### src/rtl/beat_seq_pkg.sv
// Shared types and default constants for the beat sequencer.
package beat_seq_pkg;

    // Playback modes of the sequencer
    typedef enum logic [1:0] {
        IDLE  = 2'd0,
        PLAY  = 2'd1,
        PAUSE = 2'd2,
        DONE  = 2'd3
    } state_t;

    // Default parameter values
    localparam int DEF_BEAT_W     = 12;
    localparam int DEF_SONG_W     = 2;
    localparam int DEF_DIV_W      = 4;
    localparam int DEF_VOL_W      = 2;
    localparam int DEF_FADE_BEATS = 16;

    // Full-scale volume at the default width; the ramp saturates here
    localparam logic [DEF_VOL_W-1:0] DEF_VOL_SAT = '1;

endpackage

### src/rtl/tempo_prescaler.sv
// Tempo prescaler: counts clk22 ticks within one beat and flags the advance.
// The compare is >= so that lowering tempo_div mid-beat cannot skip the advance.
module tempo_prescaler #(
    parameter int DIV_W = 4
) (
    input  logic             clk22,
    input  logic             rst,
    input  logic             clear,
    input  logic             hold,
    input  logic [DIV_W-1:0] tempo_div,
    output logic             tick
);

    logic [DIV_W-1:0] count_reg;
    logic [DIV_W-1:0] count_next;

    // Tick decode and next count: clear wins over hold, tick restarts the beat
    always_comb begin
        tick       = !clear && !hold && (count_reg >= tempo_div);
        count_next = count_reg;
        if (clear) begin
            count_next = '0;
        end else if (!hold) begin
            if (tick) begin
                count_next = '0;
            end else begin
                count_next = count_reg + DIV_W'(1);
            end
        end
    end

    // Prescale counter register
    always_ff @(posedge clk22 or posedge rst) begin
        if (rst) begin
            count_reg <= '0;
        end else begin
            count_reg <= count_next;
        end
    end

endmodule

### src/rtl/beat_sequencer.sv
// Beat-index sequencer: per-song end point, tempo prescaler, play/pause,
// loop/one-shot, song switching and a saturating fade-in volume ramp.
module beat_sequencer
    import beat_seq_pkg::*;
#(
    parameter int BEAT_W     = DEF_BEAT_W,
    parameter int SONG_W     = DEF_SONG_W,
    parameter int DIV_W      = DEF_DIV_W,
    parameter int VOL_W      = DEF_VOL_W,
    parameter int FADE_BEATS = DEF_FADE_BEATS
) (
    input  logic              clk22,
    input  logic              rst,
    input  logic              en,
    input  logic              pause,
    input  logic              loop,
    input  logic [SONG_W-1:0] song_sel,
    input  logic [BEAT_W-1:0] song_last,
    input  logic [DIV_W-1:0]  tempo_div,
    output logic [BEAT_W-1:0] beat,
    output logic [SONG_W-1:0] song,
    output logic              playing,
    output logic              done,
    output logic [VOL_W-1:0]  vol
);

    localparam int                FADE_W    = (FADE_BEATS > 1) ? $clog2(FADE_BEATS) : 1;
    localparam logic [FADE_W-1:0] FADE_LAST = FADE_W'(FADE_BEATS - 1);
    localparam logic [VOL_W-1:0]  VOL_SAT   = {VOL_W{1'b1}};

    state_t            state_reg, state_next;
    logic [BEAT_W-1:0] beat_reg, beat_next;
    logic [SONG_W-1:0] song_reg, song_next;
    logic [FADE_W-1:0] fade_reg, fade_next;
    logic [VOL_W-1:0]  vol_reg, vol_next;
    logic              done_reg, done_next;

    logic song_chg;
    logic presc_run;
    logic presc_clear;
    logic presc_tick;

    // Prescaler control, kept apart from the FSM so the tick path stays acyclic
    assign song_chg    = (song_sel != song_reg);
    assign presc_run   = en && (state_reg == PLAY) && !song_chg && !pause;
    assign presc_clear = !en || song_chg || (state_reg == IDLE) || (state_reg == DONE);

    tempo_prescaler #(
        .DIV_W (DIV_W)
    ) u_presc (
        .clk22     (clk22),
        .rst       (rst),
        .clear     (presc_clear),
        .hold      (!presc_run),
        .tempo_div (tempo_div),
        .tick      (presc_tick)
    );

    // Next state and counters; priority is en low, song change, pause, advance
    always_comb begin
        state_next = state_reg;
        beat_next  = beat_reg;
        song_next  = song_reg;
        fade_next  = fade_reg;
        vol_next   = vol_reg;
        done_next  = 1'b0;

        if (!en) begin
            state_next = IDLE;
            beat_next  = '0;
            song_next  = '0;
            fade_next  = '0;
            vol_next   = '0;
        end else if (state_reg == IDLE || song_chg) begin
            // Start (or restart) the requested song from the top, fade from silence
            state_next = PLAY;
            song_next  = song_sel;
            beat_next  = '0;
            fade_next  = '0;
            vol_next   = '0;
        end else begin
            case (state_reg)
                PLAY: begin
                    if (pause) begin
                        state_next = PAUSE;
                    end else if (presc_tick) begin
                        // Fade ramp counts every advance, including the last beat
                        if (fade_reg == FADE_LAST) begin
                            fade_next = '0;
                            if (vol_reg != VOL_SAT) begin
                                vol_next = vol_reg + VOL_W'(1);
                            end
                        end else begin
                            fade_next = fade_reg + FADE_W'(1);
                        end
                        // >= also catches a song_last that shrank below the position
                        if (beat_reg >= song_last) begin
                            done_next = 1'b1;
                            if (loop) begin
                                beat_next = '0;
                            end else begin
                                state_next = DONE;
                                beat_next  = song_last;
                                vol_next   = '0;
                            end
                        end else begin
                            beat_next = beat_reg + BEAT_W'(1);
                        end
                    end
                end
                PAUSE: begin
                    if (!pause) begin
                        state_next = PLAY;
                    end
                end
                DONE: begin
                    state_next = DONE;
                end
                default: begin
                    state_next = IDLE;
                end
            endcase
        end
    end

    // State and output registers
    always_ff @(posedge clk22 or posedge rst) begin
        if (rst) begin
            state_reg <= IDLE;
            beat_reg  <= '0;
            song_reg  <= '0;
            fade_reg  <= '0;
            vol_reg   <= '0;
            done_reg  <= 1'b0;
        end else begin
            state_reg <= state_next;
            beat_reg  <= beat_next;
            song_reg  <= song_next;
            fade_reg  <= fade_next;
            vol_reg   <= vol_next;
            done_reg  <= done_next;
        end
    end

    assign beat    = beat_reg;
    assign song    = song_reg;
    assign playing = (state_reg == PLAY);
    assign done    = done_reg;
    assign vol     = vol_reg;

endmodule
### config.mk
export PLATFORM = sky130hd
export DESIGN_NAME = beat_sequencer
export DESIGN_NICKNAME = d
export VERILOG_FILES = /design/src/rtl/beat_seq_pkg.sv /design/src/rtl/tempo_prescaler.sv /design/src/rtl/beat_sequencer.sv
export SDC_FILE = /design/constraint.sdc
export NUM_CORES = 1
export LEC_CHECK = 0
export ABC_AREA = 0
export BUFFER_PORTS_ARGS = -buffer_cell sky130_fd_sc_hd__clkbuf_2
export CAP_MARGIN = 25
export CORE_UTILIZATION = 35
export DETAILED_ROUTE_END_ITERATION = 10
export GPL_ROUTABILITY_DRIVEN = 0
export HOLD_SLACK_MARGIN = 0.1
export SLEW_MARGIN = 20
export SYNTH_ARGS = -nofsm -noshare
export SYNTH_HDL_FRONTEND = slang
export SYNTH_HIERARCHICAL = 1
export SYNTH_SLANG_ARGS = --single-unit
### constraint.sdc
create_clock -name clk22 -period 2.6 [get_ports clk22]
set_input_delay 0.78 -clock clk22 [delete_from_list [all_inputs] [get_ports clk22]]
set_output_delay 0.78 -clock clk22 [all_outputs]
set_load 0.05 [all_outputs]
# ---- Yosys cells after proc, flatten, opt, wreduce, memory -nomap -nowiden
# Index checks and enable logic that the tools add are counted.
dict set report totals {
  ff_bits 27
  input_bits 23
  output_inout_bits 18
}
dict set report op_classes {
  addsub 4
  magnitude_cmp 2
  n_eq_ne 14
  n_mux 41
  n_reduce_logical 17
}
# cell n
set op_table {}
lappend op_table {{$mux 12} 7}
lappend op_table {{$mux 2} 18}
lappend op_table {{$mux 4} 9}
lappend op_table {{$add 12x1->12 const B} 1}
lappend op_table {{$ge 12x12->1} 1}
lappend op_table {{$ne 5x3->1 const B} 2}
lappend op_table {{$add 4x1->4 const B} 2}
lappend op_table {{$mux 1} 6}
lappend op_table {{$ne 3x1->1 const B} 2}
lappend op_table {{$pmux 2 s3} 1}
lappend op_table {{$logic_and 1x1->1} 5}
lappend op_table {{$ne 5x4->1 const B} 1}
lappend op_table {{$eq 2x2->1 const B} 2}
lappend op_table {{$eq 4x4->1 const B} 1}
lappend op_table {{$ge 4x4->1} 1}
lappend op_table {{$logic_not 1->1} 4}
lappend op_table {{$logic_or 1x1->1} 4}
lappend op_table {{$ne 4x4->1 const B} 1}
lappend op_table {{$reduce_and 4->1} 1}
lappend op_table {{$ne 3x2->1 const B} 1}
lappend op_table {{$reduce_and 3->1} 1}
lappend op_table {{$add 2x1->2 const B} 1}
lappend op_table {{$eq 2x1->1 const B} 1}
lappend op_table {{$logic_not 2->1} 1}
lappend op_table {{4 further kinds} 4}

# ---- Logic depth before layout (Yosys ltp)
# Gate-level depths: netlist of the first run.
dict set report depth {
  depth_word 12
  mapped_depth 13
  mapped_depth_nobuf 12
}

# ---- By module
# Netlist of the first run, hierarchy kept.
# module instances cells_per_inst area_per_inst_um2 seq_area_each_um2
set modules_own_cells {}
lappend modules_own_cells {beat_sequencer 1 197 1675.4 575.6}
lappend modules_own_cells {tempo_prescaler 1 39 340.3 100.1}

# ---- Worst setup path after synthesis of the first run
# OpenSTA, ideal clock, no wires.
dict set report synth_timing {
  path_kind {input -> register}
  from {input tempo_div[0]}
  to {register beat_reg[3], in the netlist beat[3]}
  setup_ns 0.087
  arrival_ns 2.529
  required_ns 2.513
  setup_slack_ns -0.016
  path_stages 12
  cell_sequence {ha_1 -> nand2b_4 -> a211oi_4 -> o21ai_0 -> nor3b_1 -> nand2b_1 -> a21oi_1 -> nor2b_1 -> buf_2 -> buf_2 -> nand2_1 -> o211ai_1}
}
dict set report synth_via {
  elab_chain_len 4
}
# element line
set synth_lines {}
lappend synth_lines {{start, declared} beat_sequencer.sv:19} ;# input logic [DIV_W-1:0] tempo_div,
lappend synth_lines {{$ge 4x4->1} tempo_prescaler.sv:19} ;# tick = !clear && !hold && (count_reg >= tempo_div);
lappend synth_lines {{$logic_and 1x1->1} tempo_prescaler.sv:19}
lappend synth_lines {{via presc_tick} beat_sequencer.sv:41} ;# logic presc_tick;
lappend synth_lines {{$ne 3x1->1 (no line)} n/a}
lappend synth_lines {{$reduce_and 3->1 (no line)} n/a}
lappend synth_lines {{end signal, assigned} beat_sequencer.sv:137} ;# beat_reg <= beat_next;
lappend synth_lines {{end, declared} beat_sequencer.sv:32} ;# logic [BEAT_W-1:0] beat_reg, beat_next;
# The timed path passes the listed nets, and every way through them passes these cells.
# A chain may end at the register's enable or synchronous reset.

# ---- Worst setup path in the final report of the first run
dict set report layout_timing {
  from {input song_last[2]}
  to {register state_reg[1]}
}
dict set report layout_via {
  elab_chain_len 3
}
# element line
set layout_lines {}
lappend layout_lines {{start, declared} beat_sequencer.sv:18} ;# input logic [BEAT_W-1:0] song_last,
lappend layout_lines {{$ge 12x12->1} beat_sequencer.sv:97} ;# if (beat_reg >= song_last) begin
lappend layout_lines {{$ne 5x3->1 (no line)} n/a}
lappend layout_lines {{$reduce_and 4->1 (no line)} n/a}
lappend layout_lines {{end signal, assigned} beat_sequencer.sv:136} ;# state_reg <= state_next;
lappend layout_lines {{end, declared} beat_sequencer.sv:31} ;# state_t state_reg, state_next;
# No other way between the ends.

==> results.yml, run 1 <==
status:
  status: "finished clean"
synth:
  ys.flop_type: "dfrtp_1"
  ys_types: 41
  synth-seq-cells: 27
  synth_edf_count: 0
  syn_inst: 236
  avgSynthCellArea_um2: 8.541
  ys_warn_count: 6
  synth.net_count: 278
  async_reset_ff_frac: 1.000
  syn_area_mm2: 0.002016
  synth-seq-area-share: 0.3352
critical_path:
  r2r_cells: 8
  cp_cell_sequence: "clkbuf_2 > inv_1 > ha_1 > a21o_1 > a31oi_1 > o21ai_1 > a2111oi_4 > buf_4 > o21ai_0 > and3_1"
  critPathMaxFanout: 4
  cp_slowest_cell: "a2111oi_4"
  cp.required_ps: 2770
  cp_top_family: "compound AO/OA/AOI/OAI gates"
  crit_type: "input port to flip-flop"
  cp_num_buf_inv: 3
  worstReg2RegEnd: "state_reg[1]"
  cpPeakStageDelay_ps: 380
  critical_path_arrival_ps: 2570
  r2r_setup_slack_ps: 330
  r2r_start: "beat[2]"
  endpoint_kind: "flip-flop"
  crit_cells: 10
  cp-start-kind: "input port"
sta:
  min_period_over_period: 0.9228
  fmax_ghz: 0.4168
  finClkSkew_ps: 11.09
  finalHoldViolations: 0
  setup_viol: 0
  slew_headroom: 0.7752
  finalWorstSetupSlack_ps: 200.6
  setup_tns_ps: 0
  grt_setup_unrepaired: "false"
  fin_crit_ps: 2399
  maxSlewViolCount: 0
  tightest_slew_ps: 337.2
die:
  num_rows: 27
  die_x_um: 77.89
  io_pins: 41
  start_util: 0.3638
  die_y_um: 77.89
  die-area_mm2: 0.006067
  core_area_mm2: 0.005540
finish:
  utilization: 0.4447
  area_growth_pct: 22.22
  drive_gt1_frac: 0.2696
  largest_reg_flops: 12
  fin_nets: 336
  finalInstanceArea_mm2: 0.002464
  antenna_cells: 0
cts:
  cts_buffers: 3
  cts_tree: "yes"
  cts_setup_buffers: 0
  clk_pin_slew_ps: 100
  cts.sinks: 27
  cts_root_buffer: "clkbuf_8"
  htreeDepth: 1
  clkLatencyLatePin_ps: 280
  clockBufferDepth: 2
route:
  vias: 1760
  antenna_left: 0
  routed_wl_mm: 4.295
  wl_per_cell_um: 11.77
  drt_iter0_drc: 80
  drc: 0
  vias_per_cell: 4.822
  dr.pass1.iters: 6
grt:
  grt_pass1_vias: 1689
  antenna_found_initial: 0
  overflow: 0
  grt_pass1_wl_mm: 7.576
  grtUsageTotal: 0.1547
  grt_max_degree: 24
run:
  drv_cap: 0
place:
  numPortBuffers: 40
  dpl_cell_area_mm2: 0.002411
  place_hpwl_mm: 3.404
  dp_slack_ps: -244.0
power_and_ir_drop:
  p_clk_frac: 0.319
  p_seq_frac: 0.546
  powerDensity_mw_per_mm2: 316.7
  combPwrFrac: 0.135
  ir_drop_mv: 0.2551
  p_leak_nw: 1.250
  p_int_uw: 577.0
  switching_share: 0.2606
  switching_power_uw: 203.3
min_path:
  worstHoldPathType: "input port to asynchronous set/reset pin"
[power by group through the flow]
stage	clock, mW	sequential (mW)	combinational, mW
floorplan	0	0.439	0.0528
global placement	0	0.434	0.106
detailed placement	0	0.434	0.107
CTS	0.256	0.426	0.108
global route	0.271	0.427	0.120
finish	0.249	0.426	0.106
[routing by layer]
metal | global-route usage | share of wire | vias to the layer above
met5 | 0 | 0 | -
met4 | 0.05000 | 0.014 | 0
met3 | 0.02118 | 0.035 | 6
met2 | 0.2504 | 0.45 | 31
met1 | 0.2121 | 0.50 | 797
li1 | - | - | 926
[worst max-delay path by stage]
| stage | end | from | slack, ps |
|---|---|---|---|
| 2_1_floorplan | beat[3] | tempo_div[0] | 20 |
| 3_3_place_gp | fade_reg[2] | tempo_div[0] | -230 |
| 3_5_place_dp | beat[9] | tempo_div[0] | -240 |
| 4_1_cts | beat[9] | tempo_div[0] | 30 |
| 5_1_grt | state_reg[1] | song_last[2] | 40 |
| 6_report | state_reg[1] | song_last[2] | 200 |
[placed cells by master (no fill, tap or decap), types with 10 or more instances in the layout]
cell,synthesis,routed
clkbuf_2,0,40
buf_4,1,21
inv_1,24,24
ha_1,19,19
a21oi_1,10,10
o21ai_0,12,11
nand3_1,17,17
nor2_1,12,12
nand2_1,40,40
dfrtp_1,27,27
[layout make-up]
class | count | area [µm²]
Multi-Input combinational cell | 177 | 1204
Fill cell | 594 | 3077
Sequential cell | 27 | 675.6
Timing Repair Buffer | 61 | 357.8
Inverter | 24 | 90.09
Clock inverter | 1 | 5.005
Clock buffer | 3 | 41.29
Tap cell | 72 | 90.09
[cells by family (layout without fill, tap and decap cells)]
group	after synthesis	after routing	synth area share
flip-flops	27	27	0.3352
adder cells (fa/ha/maj)	19	19	0.1179
AO/OA/AOI/OAI	51	51	0.1974
buffers and inverters	32	89	0.07077
XOR/XNOR	13	13	0.05649
AND/OR/NAND/NOR	94	94	0.2222
[cell usage after synthesis, types with 5 or more instances]
cell type   n  area share
nand2_1    40       0.074
dfrtp_1    27        0.34
inv_1      24       0.045
ha_1       19        0.12
nand3_1    17       0.042
nor2_1     12       0.022
o21ai_0    12       0.030
a21oi_1    10       0.025
xnor2_1     8       0.035
o211ai_2    7       0.043
nor3_1      5       0.012
xor2_1      5       0.022
[metrics by stage]
step                      power [mW]  std cells  hold slack [ps]
final                         0.7803        365            355.4
after global routing          0.8174        365            365.2
after CTS                     0.7902        365            361.8
after detailed placement      0.5415        361            495.5
after global placement        0.5397        361            479.8
after floorplan               0.4922        236            451.3
[what timing repair did]
action / in CTS / in global routing
hold buffers: 0 / 0
gates resized for setup: 0 / 3
setup endpoints to repair: 0 / 18
(Power assumes the default switching activity.)
==> run 2: changes to the inputs <==
--- a/config.mk
+++ b/config.mk
@@ -8,10 +8,12 @@
 export ABC_AREA = 0
 export BUFFER_PORTS_ARGS = -buffer_cell sky130_fd_sc_hd__clkbuf_2
 export CAP_MARGIN = 25
-export CORE_UTILIZATION = 35
+export CORE_UTILIZATION = 61
+export CTS_BUF_LIST = sky130_fd_sc_hd__clkbuf_4
 export DETAILED_ROUTE_END_ITERATION = 10
 export GPL_ROUTABILITY_DRIVEN = 0
 export HOLD_SLACK_MARGIN = 0.1
+export PLACE_DENSITY = 0.87
 export SLEW_MARGIN = 20
 export SYNTH_ARGS = -nofsm -noshare
 export SYNTH_HDL_FRONTEND = slang
==> constraint.sdc (replaced) <==
create_clock -name clk22 -period 3.09 [get_ports clk22]
set_input_delay 0.927 -clock clk22 [delete_from_list [all_inputs] [get_ports clk22]]
set_output_delay 0.927 -clock clk22 [all_outputs]
set_load 0.05 [all_outputs]
==> run 2 against run 1 <==
Sequential cell count unchanged. Non-clock buffer count fell by 14. Wire length down 2.3%. Die area decreased by 42%. Utilization is 30 points higher. Clock-buffer cell count is the same. Largest power group unchanged.
==> results.yml, run 2 (synthesis gave the netlist of run 1 again) <==
status:
  status: "finished clean"
grt:
  grtUsageTotal: 0.2769
  grt_max_degree: 24
  grt_pass1_wl_mm: 7.431
  grt_pass1_vias: 1743
  antenna_found_initial: 0
  overflow: 0
die:
  die-area_mm2: 0.003538
  die_y_um: 59.49
  io_pins: 41
  core_area_mm2: 0.003103
  die_x_um: 59.49
  start_util: 0.6496
  num_rows: 20
sta:
  tightest_slew_ps: 559.3
  min_period_over_period: 0.8397
  grt_setup_unrepaired: "false"
  fin_crit_ps: 2595
  maxSlewViolCount: 0
  setup_viol: 0
  holdWs_ps: 443.3
  fmax_ghz: 0.3854
  finClkSkew_ps: 22.46
  setup_tns_ps: 0
  finalHoldViolations: 0
  slew_headroom: 0.6271
finish:
  drive_gt1_frac: 0.2258
  stdcell_count: 323
  fin_nets: 322
  largest_reg_flops: 12
  antenna_cells: 0
  utilization: 0.7472
  final_cell_mix: "40 x nand2_1, 40 x clkbuf_2, 27 x dfrtp_1"
  area_growth_pct: 15.02
critical_path:
  cp_slowest_cell: "nor3b_1"
  endpoint_kind: "flip-flop"
  cp-start-kind: "input port"
  cp.required_ps: 3340
  cp_cell_sequence: "clkbuf_2 > xnor2_1 > and4_1 > inv_1 > nor3b_1 > nand2b_1 > a21oi_1 > nor2b_1 > buf_12 > o31a_1 > o21ai_0"
  cpPeakStageDelay_ps: 290
  critPathMaxFanout: 20
  cp_num_buf_inv: 3
  crit_type: "input port to flip-flop"
  cp_top_family: "simple AND/OR/NAND/NOR gates"
  critical_path_arrival_ps: 2840
place:
  place_hpwl_mm: 3.129
  numPortBuffers: 40
  dp.cells: 318
route:
  routed_wl_mm: 4.195
  vias_per_cell: 5.625
  dr.pass1.iters: 4
  drt_iter0_drc: 81
  vias: 1817
  drc: 0
  wl_per_cell_um: 12.99
  antenna_left: 0
power_and_ir_drop:
  powerDensity_mw_per_mm2: 257.7
  ir_drop_mv: 0.2634
  p_leak_nw: 1.179
cts:
  clkLatencyLatePin_ps: 340
  cts_root_buffer: "clkbuf_4"
  cts_buffers: 3
  cts_tree: "yes"
  clk_pin_slew_ps: 130
  htreeDepth: 1
  clockBufferDepth: 2
  cts.sinks: 27
  cts_setup_buffers: 0
  cts_hold_buf: 0
  cts_resized: 0
min_path:
  worstHoldPathType: "input port to asynchronous set/reset pin"
run:
  drv_cap: 0
## run 2: per-layer routing
metal,vias to the layer above,global-route usage,part of all wire
li1,903,-,-
met1,853,0.3621,0.46
met2,52,0.4575,0.49
met3,9,0.05459,0.041
met4,0,0.09184,0.013
met5,-,0,0
## run 2: final timing paths
check / slack (ps) / cells past startpoint / to / from
worst max-delay path: 500 / 11 / vol[0] / song_sel[0]
worst min-delay path: 440 / 2 / u_presc/count_reg[2] / rst
worst max register to register: 680 / 10 / vol[0] / state_reg[1]
worst min register to register: 510 / 1 / fade_reg[3] / fade_reg[3]
max in group asynchronous: 2080 / 3 / vol[1] / rst
min in group clk22: 510 / 1 / fade_reg[3] / fade_reg[3]
## run 2: power breakdown
group          internal [mW]  switching, mW  total [mW]
clock network         0.0487          0.107       0.156
logic                 0.0341         0.0485      0.0826
registers              0.356        0.00295       0.359
total                  0.439          0.159       0.597
## run 2: cell type report
cell class / instances / area, µm²
Inverter: 24 / 90.09
Multi-Input combinational cell: 177 / 1197
Clock buffer: 3 / 22.52
Tap cell: 44 / 55.05
Fill cell: 257 / 784.5
Sequential cell: 27 / 675.6
Timing Repair Buffer: 47 / 272.8
Clock inverter: 1 / 5.005
## run 2: per-stage QoR
step / cell area, µm² / power [mW] / setup slack [ps]
finish: 2318 / 0.5974 / 495.3
global route: 2318 / 0.6263 / 252.6
CTS: 2303 / 0.5992 / 520.6
detailed placement: 2276 / 0.4461 / 160.3
global placement: 2276 / 0.4440 / 241.8
floorplan: 2016 / 0.4138 / 327.0
==> run 3: changes to the inputs <==
--- a/config.mk
+++ b/config.mk
@@ -8,12 +8,12 @@
 export ABC_AREA = 0
 export BUFFER_PORTS_ARGS = -buffer_cell sky130_fd_sc_hd__clkbuf_2
 export CAP_MARGIN = 25
-export CORE_UTILIZATION = 61
+export CORE_UTILIZATION = 57
 export CTS_BUF_LIST = sky130_fd_sc_hd__clkbuf_4
 export DETAILED_ROUTE_END_ITERATION = 10
 export GPL_ROUTABILITY_DRIVEN = 0
 export HOLD_SLACK_MARGIN = 0.1
-export PLACE_DENSITY = 0.87
+export PLACE_DENSITY = 0.82
 export SLEW_MARGIN = 20
 export SYNTH_ARGS = -nofsm -noshare
 export SYNTH_HDL_FRONTEND = slang
==> constraint.sdc (replaced) <==
create_clock -name clk22 -period 2.49 [get_ports clk22]
set_input_delay 0.747 -clock clk22 [delete_from_list [all_inputs] [get_ports clk22]]
set_output_delay 0.747 -clock clk22 [all_outputs]
set_load 0.05 [all_outputs]
==> run 3 against run 2 <==
Via count stayed put. Combinational power is 37% higher. Worst setup slack worse by 310 ps. Clock power is 26% higher. Worst hold slack worse by 190 ps. Sequential share of layout area is 1.1 points lower. Non-clock buffer count is 13 higher. First-iteration DRC count is 1.2% higher. Design area is 4.0% higher. Critical path depth is 1 higher. Clock-buffer cell count stayed put. Utilization is 3.0 points lower. Largest cell class unchanged. Highest routed layer unchanged.
==> results.yml, run 3 (synthesis gave the netlist of run 1 again) <==
route:
  vias: 1817
  routed_wl_mm: 4.180
  vias_per_cell: 5.376
  wl_per_cell_um: 12.37
  dr.pass1.iters: 4
  drt_iter0_drc: 82
  drc: 0
  antenna_left: 0
min_path:
  worstHoldPathType: "input port to asynchronous set/reset pin"
grt:
  antenna_found_initial: 0
  grt_pass1_wl_mm: 6.906
  grt_pass1_vias: 1611
  overflow: 0
  grtUsageTotal: 0.2433
  grt_max_degree: 24
finish:
  area_growth_pct: 19.68
  antenna_cells: 0
  final_cell_mix: "40 x nand2_1, 40 x clkbuf_2, 27 x dfrtp_1"
  fin_nets: 335
  fill_cells: 280
  largest_reg_flops: 12
  drive_gt1_frac: 0.2671
cts:
  cts_buffers: 3
  cts.sinks: 27
  cts_root_buffer: "clkbuf_4"
  clk_pin_slew_ps: 150
  cts_tree: "yes"
  clockBufferDepth: 2
  htreeDepth: 1
  clkLatencyLatePin_ps: 330
sta:
  finalHoldViolations: 0
  setup_tns_ps: 0
  slew_headroom: 0.6396
  fin_crit_ps: 2305
  setup_viol: 0
  min_period_over_period: 0.9257
  maxSlewViolCount: 0
  grt_setup_unrepaired: "false"
  finClkSkew_ps: 6.309
  fmax_ghz: 0.4338
  tightest_slew_ps: 540.6
critical_path:
  r2r_setup_slack_ps: 200
  cp-start-kind: "input port"
  r2r_start: "u_presc/count_reg[0]"
  critical_path_arrival_ps: 2570
  cp.required_ps: 2760
  r2r_cells: 13
  worstReg2RegEnd: "vol[0]"
  critPathMaxFanout: 9
  endpoint_kind: "flip-flop"
  crit_type: "input port to flip-flop"
place:
  place_hpwl_mm: 3.270
  numPortBuffers: 40
power_and_ir_drop:
  ir_drop_mv: 0.3070
  p_leak_nw: 1.231
  p_total_uw: 755.7
  powerDensity_mw_per_mm2: 313.3
die:
  io_pins: 41
  start_util: 0.5993
  die-area_mm2: 0.003778
  die_y_um: 61.47
  core_area_mm2: 0.003363
  die_x_um: 61.47
  num_rows: 21
run:
  drv_cap: 0
status:
  status: "finished clean"
[run 3: worst max path at each step]
stage                          from           to  slack (ps)  cells after the start
2_1_floorplan          tempo_div[0]      beat[3]           4                     12
3_3_place_gp            song_sel[0]      beat[5]        -160                      9
3_5_place_dp           tempo_div[0]     beat[11]        -270                     10
4_1_cts        u_presc/count_reg[0]      beat[1]          80                     10
5_1_grt        u_presc/count_reg[0]  fade_reg[3]         0.4                     10
6_report                song_sel[0]       vol[0]         180                     12
[run 3: metal layers]
metal,global-route usage,wire length (µm),share of wire
met5,0,0,0
met4,0.06032,36,0.0086
met3,0.01891,94,0.022
met2,0.4022,1951,0.47
met1,0.3479,2098,0.50
[run 3: report_power, final]
part | total, mW | leakage (nW) | switching [mW] | internal (mW)
registers | 0.445 | 0.373 | 0.00310 | 0.442
logic | 0.113 | 0.844 | 0.0631 | 0.0503
clock network | 0.197 | 0.0139 | 0.136 | 0.0614
total | 0.756 | 1.23 | 0.202 | 0.554
[run 3: final cells by class]
class	count	area (µm²)	area share
timing repair buffer	60	354.1	0.1468
tap	46	57.56	0.02386
inverter	24	90.09	0.03734
clock inverter	1	7.507	0.003112
sequential	27	675.6	0.2801
clock buffer	3	22.52	0.009336
multi-input combinational	177	1205	0.4995
[run 3: timing repair]
| item | in CTS | in global routing |
|---|---|---|
| setup buffers | 0 | 0 |
| setup endpoints to repair | 0 | 14 |
| hold buffers | 0 | 0 |
| resized for setup | 0 | 4 |
[run 3: worst max-delay path: stages]
cell and delay [ps]:
clkbuf_2 90, xnor2_1 200, and4_1 280, inv_1 80, nor3b_2 210, buf_4 150
nand2b_1 50, a21oi_1 140, nor2b_1 60, buf_4 160, o31a_1 270, o21ai_1 130
[run 3: per-stage QoR]
| step | hold WS (ps) | cell area (µm²) | worst slack (ps) | cells | utilization |
|---|---|---|---|---|---|
| CTS | 247.1 | 2406 | 82.80 | 338 | 0.7154 |
| detailed placement | 494.7 | 2376 | -268.1 | 334 | 0.7065 |
| global route | 234.8 | 2412 | 0.3924 | 338 | 0.7173 |
| finish | 251.6 | 2412 | 185.0 | 338 | 0.7173 |
| floorplan | 451.3 | 2026 | 4.261 | 236 | - |
| global placement | 476.4 | 2376 | -164.4 | 334 | 0.7065 |
